`src/rtl/trg_tx_link_ctrl_if.sv`:
```
// Handshake bundle between the TX link bring-up controller and the GTX
// transmitter it supervises. The controller side uses the master modport;
// the transmitter side (or a testbench standing in for it) uses slave.
interface trg_tx_link_ctrl_if;
  // Status coming back from the transmitter and the link manager
  logic       trg_tx_pll_lock;
  logic       trg_txresetdone;
  logic       tx_sync_done;
  logic       link_restart;

  // Controls and status produced by the controller
  logic       trg_tx_pllrst;
  logic       trg_gtxtxrst;
  logic       trg_rst;
  logic       link_up;
  logic [2:0] state;
  logic [7:0] retry_cnt;
  logic       timeout_err;

  modport master (
    input  trg_tx_pll_lock,
    input  trg_txresetdone,
    input  tx_sync_done,
    input  link_restart,
    output trg_tx_pllrst,
    output trg_gtxtxrst,
    output trg_rst,
    output link_up,
    output state,
    output retry_cnt,
    output timeout_err
  );

  modport slave (
    output trg_tx_pll_lock,
    output trg_txresetdone,
    output tx_sync_done,
    output link_restart,
    input  trg_tx_pllrst,
    input  trg_gtxtxrst,
    input  trg_rst,
    input  link_up,
    input  state,
    input  retry_cnt,
    input  timeout_err
  );
endinterface

```
`src/rtl/trg_tx_link_ctrl.sv`:
```
// Trigger TX link bring-up controller.
// Sequences the GTX transmitter through PLL reset, PLL lock, GTX TX reset,
// reset-done, phase alignment and an idle-comma period before declaring the
// link up. Any loss of lock (or of reset-done once up), a stuck wait state, or
// an external restart request sends the sequence back to the PLL reset and
// bumps a saturating retry counter.
module trg_tx_link_ctrl #(
  parameter int PLLRST_CYCLES = 8,
  parameter int GTXRST_CYCLES = 8,
  parameter int COMMA_CYCLES  = 256,
  parameter int WAIT_TIMEOUT  = 65535
) (
  input  logic               trg_clk80,
  input  logic               rst,
  trg_tx_link_ctrl_if.master link
);

  typedef enum logic [2:0] {
    PLL_RST      = 3'd0,
    PLL_WAIT     = 3'd1,
    GTX_RST      = 3'd2,
    RSTDONE_WAIT = 3'd3,
    SYNC_WAIT    = 3'd4,
    COMMA        = 3'd5,
    UP           = 3'd6
  } state_t;

  // Timer values on the last cycle of each timed state. The timer reads 0 on
  // the first cycle of a state, so leaving when it reaches N-1 gives exactly
  // N cycles in that state.
  localparam logic [15:0] PLLRST_LAST  = 16'(PLLRST_CYCLES - 1);
  localparam logic [15:0] GTXRST_LAST  = 16'(GTXRST_CYCLES - 1);
  localparam logic [15:0] COMMA_LAST   = 16'(COMMA_CYCLES - 1);
  localparam logic [15:0] TIMEOUT_LAST = 16'(WAIT_TIMEOUT - 1);

  logic        lock_meta;
  logic        lock_sync;
  logic        rstdone_meta;
  logic        rstdone_sync;

  state_t      state;
  state_t      state_next;
  logic [15:0] timer;
  logic [7:0]  retry_cnt;

  logic        in_wait;
  logic        lock_lost;
  logic        rstdone_lost;
  logic        exit_now;
  logic        timer_clear;
  logic        retry_inc;
  logic        timeout_hit;

  logic        pllrst_q;
  logic        gtxtxrst_q;
  logic        trg_rst_q;
  logic        link_up_q;
  logic        timeout_err_q;

  // Bring the transceiver's lock and reset-done flags into the TRG_CLK80
  // domain; the FSM only ever looks at the second flop of each pair.
  always_ff @(posedge trg_clk80 or posedge rst) begin
    if (rst) begin
      lock_meta    <= 1'b0;
      lock_sync    <= 1'b0;
      rstdone_meta <= 1'b0;
      rstdone_sync <= 1'b0;
    end else begin
      lock_meta    <= link.trg_tx_pll_lock;
      lock_sync    <= lock_meta;
      rstdone_meta <= link.trg_txresetdone;
      rstdone_sync <= rstdone_meta;
    end
  end

  // Classify the current state and detect the fault conditions that can
  // abort the bring-up sequence.
  always_comb begin
    in_wait      = (state == PLL_WAIT) || (state == RSTDONE_WAIT) || (state == SYNC_WAIT);
    lock_lost    = !lock_sync && (state != PLL_RST) && (state != PLL_WAIT);
    rstdone_lost = !rstdone_sync && (state == UP);
  end

  // Next-state logic. Restart requests win over lock loss, which wins over a
  // wait timeout, which wins over the normal forward step. Every abort path
  // funnels into a single retry_inc so the counter moves at most once a cycle.
  always_comb begin
    state_next  = state;
    exit_now    = 1'b0;
    timer_clear = 1'b0;
    retry_inc   = 1'b0;
    timeout_hit = 1'b0;

    case (state)
      PLL_RST:      exit_now = (timer >= PLLRST_LAST);
      PLL_WAIT:     exit_now = lock_sync;
      GTX_RST:      exit_now = (timer >= GTXRST_LAST);
      RSTDONE_WAIT: exit_now = rstdone_sync;
      SYNC_WAIT:    exit_now = link.tx_sync_done;
      COMMA:        exit_now = (timer >= COMMA_LAST);
      UP:           exit_now = 1'b0;
      default:      exit_now = 1'b1;
    endcase

    if (link.link_restart) begin
      // A restart while already holding the PLL reset just stretches the
      // hold; it is not a new bring-up attempt.
      state_next  = PLL_RST;
      timer_clear = 1'b1;
      retry_inc   = (state != PLL_RST);
    end else if (lock_lost || rstdone_lost) begin
      state_next  = PLL_RST;
      timer_clear = 1'b1;
      retry_inc   = 1'b1;
    end else if (in_wait && !exit_now && (timer >= TIMEOUT_LAST)) begin
      state_next  = PLL_RST;
      timer_clear = 1'b1;
      retry_inc   = 1'b1;
      timeout_hit = 1'b1;
    end else if (exit_now) begin
      timer_clear = 1'b1;
      case (state)
        PLL_RST:      state_next = PLL_WAIT;
        PLL_WAIT:     state_next = GTX_RST;
        GTX_RST:      state_next = RSTDONE_WAIT;
        RSTDONE_WAIT: state_next = SYNC_WAIT;
        SYNC_WAIT:    state_next = COMMA;
        COMMA:        state_next = UP;
        default:      state_next = PLL_RST;
      endcase
    end
  end

  // State register.
  always_ff @(posedge trg_clk80 or posedge rst) begin
    if (rst) begin
      state <= PLL_RST;
    end else begin
      state <= state_next;
    end
  end

  // Per-state cycle timer: zero on the first cycle of every state (and on a
  // restart of the PLL reset hold), counting up otherwise.
  always_ff @(posedge trg_clk80 or posedge rst) begin
    if (rst) begin
      timer <= 16'd0;
    end else if (timer_clear) begin
      timer <= 16'd0;
    end else begin
      timer <= timer + 16'd1;
    end
  end

  // Count bring-up restarts, sticking at the top value instead of wrapping.
  always_ff @(posedge trg_clk80 or posedge rst) begin
    if (rst) begin
      retry_cnt <= 8'd0;
    end else if (retry_inc && (retry_cnt != 8'hFF)) begin
      retry_cnt <= retry_cnt + 8'd1;
    end
  end

  // Registered transmitter controls, decoded from the state being entered so
  // they line up cycle-for-cycle with the STATE output.
  always_ff @(posedge trg_clk80 or posedge rst) begin
    if (rst) begin
      pllrst_q      <= 1'b1;
      gtxtxrst_q    <= 1'b1;
      trg_rst_q     <= 1'b1;
      link_up_q     <= 1'b0;
      timeout_err_q <= 1'b0;
    end else begin
      pllrst_q      <= (state_next == PLL_RST);
      gtxtxrst_q    <= (state_next == PLL_RST) || (state_next == PLL_WAIT) ||
                       (state_next == GTX_RST);
      trg_rst_q     <= (state_next != UP);
      link_up_q     <= (state_next == UP);
      timeout_err_q <= timeout_hit;
    end
  end

  assign link.trg_tx_pllrst = pllrst_q;
  assign link.trg_gtxtxrst  = gtxtxrst_q;
  assign link.trg_rst       = trg_rst_q;
  assign link.link_up       = link_up_q;
  assign link.state         = state;
  assign link.retry_cnt     = retry_cnt;
  assign link.timeout_err   = timeout_err_q;

endmodule

```
`src/flat_wrapper.sv`:
```
// flat-port wrapper written by rule: the top's interface ports become plain ports
module trg_tx_link_ctrl_flat 
#(
  parameter int PLLRST_CYCLES = 8,
  parameter int GTXRST_CYCLES = 8,
  parameter int COMMA_CYCLES  = 256,
  parameter int WAIT_TIMEOUT  = 65535
)
  (trg_clk80, rst, link_trg_tx_pll_lock, link_trg_txresetdone, link_tx_sync_done, link_link_restart, link_trg_tx_pllrst, link_trg_gtxtxrst, link_trg_rst, link_link_up, link_state, link_retry_cnt, link_timeout_err);
  trg_tx_link_ctrl_if link_i ();
  input  logic trg_clk80;
  input  logic rst;
  input wire logic [$bits(link_i.trg_tx_pll_lock)-1:0] link_trg_tx_pll_lock;
  input wire logic [$bits(link_i.trg_txresetdone)-1:0] link_trg_txresetdone;
  input wire logic [$bits(link_i.tx_sync_done)-1:0] link_tx_sync_done;
  input wire logic [$bits(link_i.link_restart)-1:0] link_link_restart;
  output wire logic [$bits(link_i.trg_tx_pllrst)-1:0] link_trg_tx_pllrst;
  output wire logic [$bits(link_i.trg_gtxtxrst)-1:0] link_trg_gtxtxrst;
  output wire logic [$bits(link_i.trg_rst)-1:0] link_trg_rst;
  output wire logic [$bits(link_i.link_up)-1:0] link_link_up;
  output wire logic [$bits(link_i.state)-1:0] link_state;
  output wire logic [$bits(link_i.retry_cnt)-1:0] link_retry_cnt;
  output wire logic [$bits(link_i.timeout_err)-1:0] link_timeout_err;
  assign link_i.trg_tx_pll_lock = link_trg_tx_pll_lock;
  assign link_i.trg_txresetdone = link_trg_txresetdone;
  assign link_i.tx_sync_done = link_tx_sync_done;
  assign link_i.link_restart = link_link_restart;
  assign link_trg_tx_pllrst = link_i.trg_tx_pllrst;
  assign link_trg_gtxtxrst = link_i.trg_gtxtxrst;
  assign link_trg_rst = link_i.trg_rst;
  assign link_link_up = link_i.link_up;
  assign link_state = link_i.state;
  assign link_retry_cnt = link_i.retry_cnt;
  assign link_timeout_err = link_i.timeout_err;
  trg_tx_link_ctrl #(.PLLRST_CYCLES(PLLRST_CYCLES), .GTXRST_CYCLES(GTXRST_CYCLES), .COMMA_CYCLES(COMMA_CYCLES), .WAIT_TIMEOUT(WAIT_TIMEOUT)) u_core (.trg_clk80(trg_clk80), .rst(rst), .link(link_i));
endmodule
```
`config.mk`:
```
export PLATFORM = sky130hd
export DESIGN_NAME = trg_tx_link_ctrl_flat
export DESIGN_NICKNAME = d
export VERILOG_FILES = /design/src/rtl/trg_tx_link_ctrl_if.sv /design/src/rtl/trg_tx_link_ctrl.sv /design/src/flat_wrapper.sv
export SDC_FILE = /design/constraint.sdc
export NUM_CORES = 1
export LEC_CHECK = 0
export CORE_MARGIN = 3
export CORE_UTILIZATION = 38
export DETAILED_ROUTE_END_ITERATION = 6
export GPL_TIMING_DRIVEN = 0
export SLEW_MARGIN = 10
export SYNTH_ARGS = -nofsm -noshare
export SYNTH_HDL_FRONTEND = slang
export SYNTH_SLANG_ARGS = --single-unit
```
`constraint.sdc`:
```
create_clock -name trg_clk80 -period 3.85 [get_ports trg_clk80]
set_clock_uncertainty 0.05 [all_clocks]
set_input_delay 0.77 -clock trg_clk80 [delete_from_list [all_inputs] [get_ports trg_clk80]]
set_output_delay 0.77 -clock trg_clk80 [all_outputs]
set_load 0.05 [all_outputs]
```
==> flow_metrics.env, run 1 <==
export IMPL_status="finished clean"
export IMPL_syn_nets=175
export IMPL_leakage_uw=0.0009611
export IMPL_ys_warn_count=0
export IMPL_worst_slack_ps=1419
export IMPL_cts_root_buffer="clkbuf_8"
export IMPL_critPathLaunchType="flop"
export IMPL_synth_avg_cell_area_um2=11.19
export IMPL_slew_headroom=0.5082
export IMPL_ys_seq_area_frac=0.4872
export IMPL_wirelength_mm=3.379
export IMPL_syn2layout_area_growth_pct=21.50
export IMPL_yosysUniqueCellTypes=48
export IMPL_hold_buffers=0
export IMPL_diodes=0
export IMPL_drive_gt1_frac=0.1949
export IMPL_synthCells=166
export IMPL_worstPathMaxFanout=1
export IMPL_hold_viol=0
export IMPL_dieArea_um2=5761
export IMPL_first_pass_iters=4
export IMPL_cp_top_family="buffers and inverters"
export IMPL_fin_nets=203
export IMPL_fillers=404
export IMPL_vias=1307
export IMPL_drv_slew=0
export IMPL_cp_required_ps=3030
export IMPL_cts_made_buffers=5
export IMPL_r2r_slack_ps=1640
export IMPL_cts_setup_buffers=0
export IMPL_slowest_stage="clkdlybuf4s50_1"
export IMPL_syn_cell_area_um2=1857
export IMPL_peakVddDrop_mv=0.3740
export IMPL_ctsResizeCount=0
export IMPL_insertion_delay_ps=290
export IMPL_cts_tree="yes"
export IMPL_synthTopCellsByArea="dfrtp_1 (44%), xor2_1 (5.2%), xnor2_1 (4.7%)"
export IMPL_most_common_layout_cells="dfrtp_1 (33), nor2_1 (23), clkdlybuf4s50_1 (21)"
export IMPL_fin_crit_ps=2432
export IMPL_whs_ps=305.5
export IMPL_setup_tns_ps=0
export IMPL_post_place_ws_ps=1321
export IMPL_antenna_found_initial=0
export IMPL_synth_edf_count=0
export IMPL_async_flop_share=1.000
export IMPL_critical_path_buf_inv_count=1
export IMPL_power_density_nw_per_um2=458.8
export IMPL_htreeDepth=2
export IMPL_clock_sinks=36
export IMPL_path_cells="clkdlybuf4s50_1"
export IMPL_clockBufferDepth=2
export IMPL_rsz0062_at_grt="false"
export IMPL_synth_largest_area_cell="dfrtp_1"
export IMPL_final_common_cell="dfrtp_1"
export IMPL_die_w_um=75.90
export IMPL_hpwl_mm=2.468
export IMPL_grt_use_total=0.1279
export IMPL_min_path_type="flop to flop"
export IMPL_drc=0
export IMPL_core_area_um2=4534
export IMPL_worstMarginPinSlew_ps=736.6
export IMPL_die_height_um=75.90
export IMPL_drv_cap=0
export IMPL_start_util=0.4095
export IMPL_worst_setup_path_type="flop to output port"
export IMPL_synthFlopType="dfrtp_1"
export IMPL_slowest_delay_ps=790
export IMPL_rows=24
export IMPL_netlist_area_leader_share=0.4447
export IMPL_post_drt_wl_per_cell_um=13.00
export IMPL_postRouteAntennaNets=0
export IMPL_end_kind="output port"
export IMPL_drt_iter0_drc=106
export IMPL_grt_start_max_net_pins=37
export IMPL_grt_remaining_overflow=0
export IMPL_setup_violations=0
export IMPL_clkTransAtPathRegs_ps=70
export IMPL_max_freq_mhz=411.3
export IMPL_synth_seq_cells=36
export IMPL_grt_pass1_wl_mm=5.906
export IMPL_crit_arrival_ps=1610
export IMPL_ios=22
export IMPL_place_gp_congestion=0.8402
export IMPL_portBuffers=21
export IMPL_via_per_inst=5.027
export IMPL_grt_pass1_vias=1258
export IMPL_fin_crit_sh=0.6316
through the flow:
stage	util	instances	cell area (um^2)	power, uW
2_1_floorplan	-	166	1857	629.3
3_3_place_gp	0.4738	252	2148	714.8
3_5_place_dp	0.4738	252	2148	719.4
4_1_cts	0.4975	260	2256	1053
5_1_grt	0.4975	260	2256	1089
6_report	0.4975	260	2256	1035
kinds of logic after synthesis:
group,after synthesis,share of synthesized area
compound gates,22,0.1240
xor+xnor,21,0.09905
fa+ha+maj,3,0.02022
buf+inv,11,0.04245
flops,36,0.4872
mux,1,0.006064
simple gates,72,0.2210
layer usage:
layer  GRT usage  up-vias  wire length, um
met5           0        -                0
met4     0.04710        0               58
met3     0.05095        6              155
met2      0.1915       21             1631
met1      0.1668      637             1534
li1            -      643                -
Yosys cell counts (2+ instances only):
cell type	instances
nand3_1	7
dfstp_2	3
and4_1	2
nand4_1	7
nand2_1	12
inv_1	6
o211ai_1	2
ha_1	3
xnor2_1	10
nor2_1	23
xor2_1	11
o21ai_0	2
and2b_2	2
and3_2	3
nor4_1	3
a21oi_1	4
clkbuf_8	3
dfrtp_1	33
state kept, by name, summed over array words and instances, names as in the netlist:
| register | flops |
|---|---|
| u_core.timer | 16 |
| u_core.rstdone_sync | 1 |
| u_core.link.trg_gtxtxrst | 1 |
| u_core.link.link_up | 1 |
| u_core.lock_sync | 1 |
| u_core.link.trg_rst | 1 |
| u_core.lock_meta | 1 |
| u_core.link.timeout_err | 1 |
| u_core.link.retry_cnt | 8 |
| u_core.link.state | 3 |
| u_core.rstdone_meta | 1 |
| u_core.link.trg_tx_pllrst | 1 |
worst paths after layout:
| kind | start | end | depth (start not counted) |
|---|---|---|---|
| max in group asynchronous | rst | u_core.timer[8]$_DFF_PP0_ | 2 |
| worst max register to register | u_core.timer[0]$_DFF_PP0_ | u_core.timer[9]$_DFF_PP0_ | 8 |
| worst min-delay path | u_core.rstdone_meta$_DFF_PP0_ | u_core.rstdone_sync$_DFF_PP0_ | 0 |
| worst max-delay path | u_core.link.trg_rst$_DFF_PP1_ | link_trg_rst | 1 |
| worst min register to register | u_core.rstdone_meta$_DFF_PP0_ | u_core.rstdone_sync$_DFF_PP0_ | 0 |
| min in group asynchronous | rst | u_core.link.retry_cnt[0]$_DFFE_PP0P_ | 2 |
cell type report:
| cell class | instances | area, um^2 | share of cell area |
|---|---|---|---|
| Buffer | 5 | 56.30 | 0.02496 |
| Clock buffer | 6 | 72.57 | 0.03217 |
| Clock inverter | 2 | 35.03 | 0.01553 |
| Inverter | 6 | 22.52 | 0.009983 |
| Multi-Input combinational cell | 119 | 873.3 | 0.3871 |
| Sequential cell | 36 | 904.6 | 0.4010 |
| Tap cell | 65 | 81.33 | 0.03605 |
| Timing Repair Buffer | 21 | 210.2 | 0.09318 |
power breakdown:
part           total (uW)  internal, uW  leakage [uW]  switching [uW]
logic                 256          93.3      0.000435             162
clock network         324           192     0.0000552             132
registers             456           414      0.000471            42.0
(Power assumes the default switching activity.)
==> run 2, diff against run 1 <==
Clock period 3.85 ns to 2.51 ns, I/O delays scaled along.
==> results of run 2 <==
The final DEF is identical to that of run 1. Status: finished clean.
Main changes from that run: setup slack after placement 1321 ps -> 249.0 ps; setup slack after layout 1419 ps -> 304.0 ps; start point of the critical path u_core.link.trg_rst$_DFF_PP1_ -> u_core.timer[0]$_DFF_PP0_; end point of the critical path link_trg_rst -> u_core.timer[9]$_DFF_PP0_; register-to-register setup slack 1640 ps -> 300 ps; total power 1035 uW -> 1588 uW; worst IR drop on VDD 0.3740 mV -> 0.5737 mV
==> run 3, diff against run 2 <==
Clock period 2.51 ns to 1.8 ns, I/O delays scaled along.
==> run 3 against run 2 <==
The run now ends with setup timing left. Combinational power up 41%. Utilization grew 7.7 points. Sequential power rose by 40%.
==> flow_metrics.env, run 3 (synthesis gave the netlist of run 1 again) <==
export IMPL_netSwitchingFraction=0.3362
export IMPL_ios=22
export IMPL_place_gp_congestion=0.8117
export IMPL_multi_input_area_um2=1027
export IMPL_die_w_um=75.90
export IMPL_post_drt_wl_per_cell_um=14.31
export IMPL_fin_crit_ps=2053
export IMPL_leakage_uw=0.001106
export IMPL_critPathLaunchType="flop"
export IMPL_power_density_nw_per_um2=858.2
export IMPL_post_place_ws_ps=-377.0
export IMPL_status="finished with violations"
export IMPL_combinationalPowerShare=0.248
export IMPL_hpwl_mm=2.540
export IMPL_portBuffers=21
export IMPL_most_common_layout_cells="buf_4 (22), dfrtp_1 (22), dlygate4sd2_1 (16)"
export IMPL_setup_violations=30
export IMPL_cts_root_buffer="clkbuf_8"
export IMPL_setup_tns_ps=-4780
export IMPL_grt_start_max_net_pins=37
export IMPL_pwr_share_seq=0.438
export IMPL_worst_setup_path_type="flop to flop"
export IMPL_final_seq_area_um2=918.4
export IMPL_grt_pass1_wl_mm=6.492
export IMPL_clockBufferDepth=2
export IMPL_p_clk_frac=0.314
export IMPL_diodes=0
export IMPL_top_layer="met4"
export IMPL_start_util=0.4095
export IMPL_postRouteAntennaNets=0
export IMPL_clock_sinks=36
export IMPL_rows=24
export IMPL_worst_slack_ps=-252.6
export IMPL_wirelength_mm=4.063
export IMPL_cts_made_buffers=5
export IMPL_cp_required_ps=1930
export IMPL_antenna_found_initial=0
export IMPL_first_pass_iters=4
export IMPL_hold_viol=0
export IMPL_clkTransAtPathRegs_ps=70
export IMPL_wl_met2_mm=2.059
export IMPL_grt_remaining_overflow=0
export IMPL_regMostFlops="u_core.timer"
export IMPL_rsz0062_at_grt="true"
export IMPL_wl_met1_mm=1.739
export IMPL_drive_gt1_frac=0.4429
export IMPL_drv_cap=0
export IMPL_vias=1448
export IMPL_largestRegisters="u_core.timer: 16 flops, u_core.link.retry_cnt: 8 flops, u_core.link.state: 3 flops"
export IMPL_largest_reg_flops=16
export IMPL_power_switching_uw=751.9
export IMPL_violations="setup timing"
export IMPL_max_freq_mhz=487.2
export IMPL_die_height_um=75.90
export IMPL_fillers=370
export IMPL_min_path_type="flop to flop"
export IMPL_worstMarginPinSlew_ps=731.5
export IMPL_drv_slew=0
export IMPL_met3_length_um=179
export IMPL_drt_iter0_drc=46
export IMPL_grt_use_total=0.1403
export IMPL_fin_nets=227
export IMPL_cts_tree="yes"
export IMPL_crit_arrival_ps=2180
export IMPL_peakVddDrop_mv=0.4310
export IMPL_end_kind="flop"
export IMPL_insertion_delay_ps=290
export IMPL_syn2layout_area_growth_pct=40.36
export IMPL_worstPathMaxFanout=8
export IMPL_grt_pass1_vias=1387
export IMPL_via_per_inst=5.099
export IMPL_slew_headroom=0.5116
export IMPL_core_area_um2=4534
export IMPL_drc=0
export IMPL_intPower_uw=1485
export IMPL_dieArea_um2=5761
export IMPL_htreeDepth=2
export IMPL_fin_crit_sh=1.140
run 3: path summary, 6_finish.rpt:
kind / startpoint / endpoint / slack (ps) / depth (start not counted)
max: u_core.timer[5]$_DFF_PP0_ / u_core.link.retry_cnt[1]$_DFFE_PP0P_ / -250 / 5
min: u_core.rstdone_meta$_DFF_PP0_ / u_core.rstdone_sync$_DFF_PP0_ / 320 / 0
max reg2reg: u_core.timer[5]$_DFF_PP0_ / u_core.link.retry_cnt[1]$_DFFE_PP0P_ / -250 / 5
min reg2reg: u_core.rstdone_meta$_DFF_PP0_ / u_core.rstdone_sync$_DFF_PP0_ / 320 / 0
max in group asynchronous: rst / u_core.timer[1]$_DFF_PP0_ / 720 / 2
min in group asynchronous: rst / u_core.link.retry_cnt[5]$_DFFE_PP0P_ / 460 / 2
run 3: power by group through the flow:
stage / registers, uW / clock network (uW) / logic (uW)
2_1_floorplan: 1200 / 0 / 161
3_3_place_gp: 982 / 0 / 558
3_5_place_dp: 988 / 0 / 569
4_1_cts: 974 / 727 / 541
5_1_grt: 997 / 761 / 591
6_report: 980 / 703 / 554
run 3: through the flow:
step / hold WS, ps / instances / total power (uW) / util / cell area (um^2)
finish: 320.6 / 284 / 2237 / 0.5748 / 2606
CTS: 319.3 / 273 / 2242 / 0.5361 / 2431
floorplan: 281.2 / 166 / 1359 / - / 1878
detailed placement: 301.7 / 252 / 1557 / 0.4785 / 2170
global placement: 294.1 / 252 / 1541 / 0.4785 / 2170
global route: 335.8 / 284 / 2349 / 0.5748 / 2606
run 3: timing repair:
action | 4_1_cts | 5_1_grt
endpoints found under the setup margin | 47 | 31
hold buffers | 0 | 0
resized for setup | 29 | 34
pin swaps | 11 | 14
gates cloned | 0 | 0
buffers inserted | 13 | 12
run 3: cell type report:
cell class                      instances  share of cell area
Clock inverter                          3             0.01632
Inverter                                6            0.008641
Buffer                                  4             0.01824
Multi-Input combinational cell        119              0.3941
Tap cell                               65             0.03120
Sequential cell                        36              0.3524
Clock buffer                            5             0.02640
Timing Repair Buffer                   46              0.1527
run 3: worst max-delay path, cell delays in order, from the launching register on:
cell,delay [ps]
dfrtp_1,470
nand4_4,180
a2111oi_4,440
nand4_4,180
a21oi_4,300
mux2_4,330
run 3: metal layers:
| layer | vias to the layer above | GRT usage |
|---|---|---|
| li1 | 681 | - |
| met1 | 720 | 0.1772 |
| met2 | 38 | 0.2225 |
| met3 | 9 | 0.04384 |
| met4 | 0 | 0.05978 |
| met5 | - | 0 |
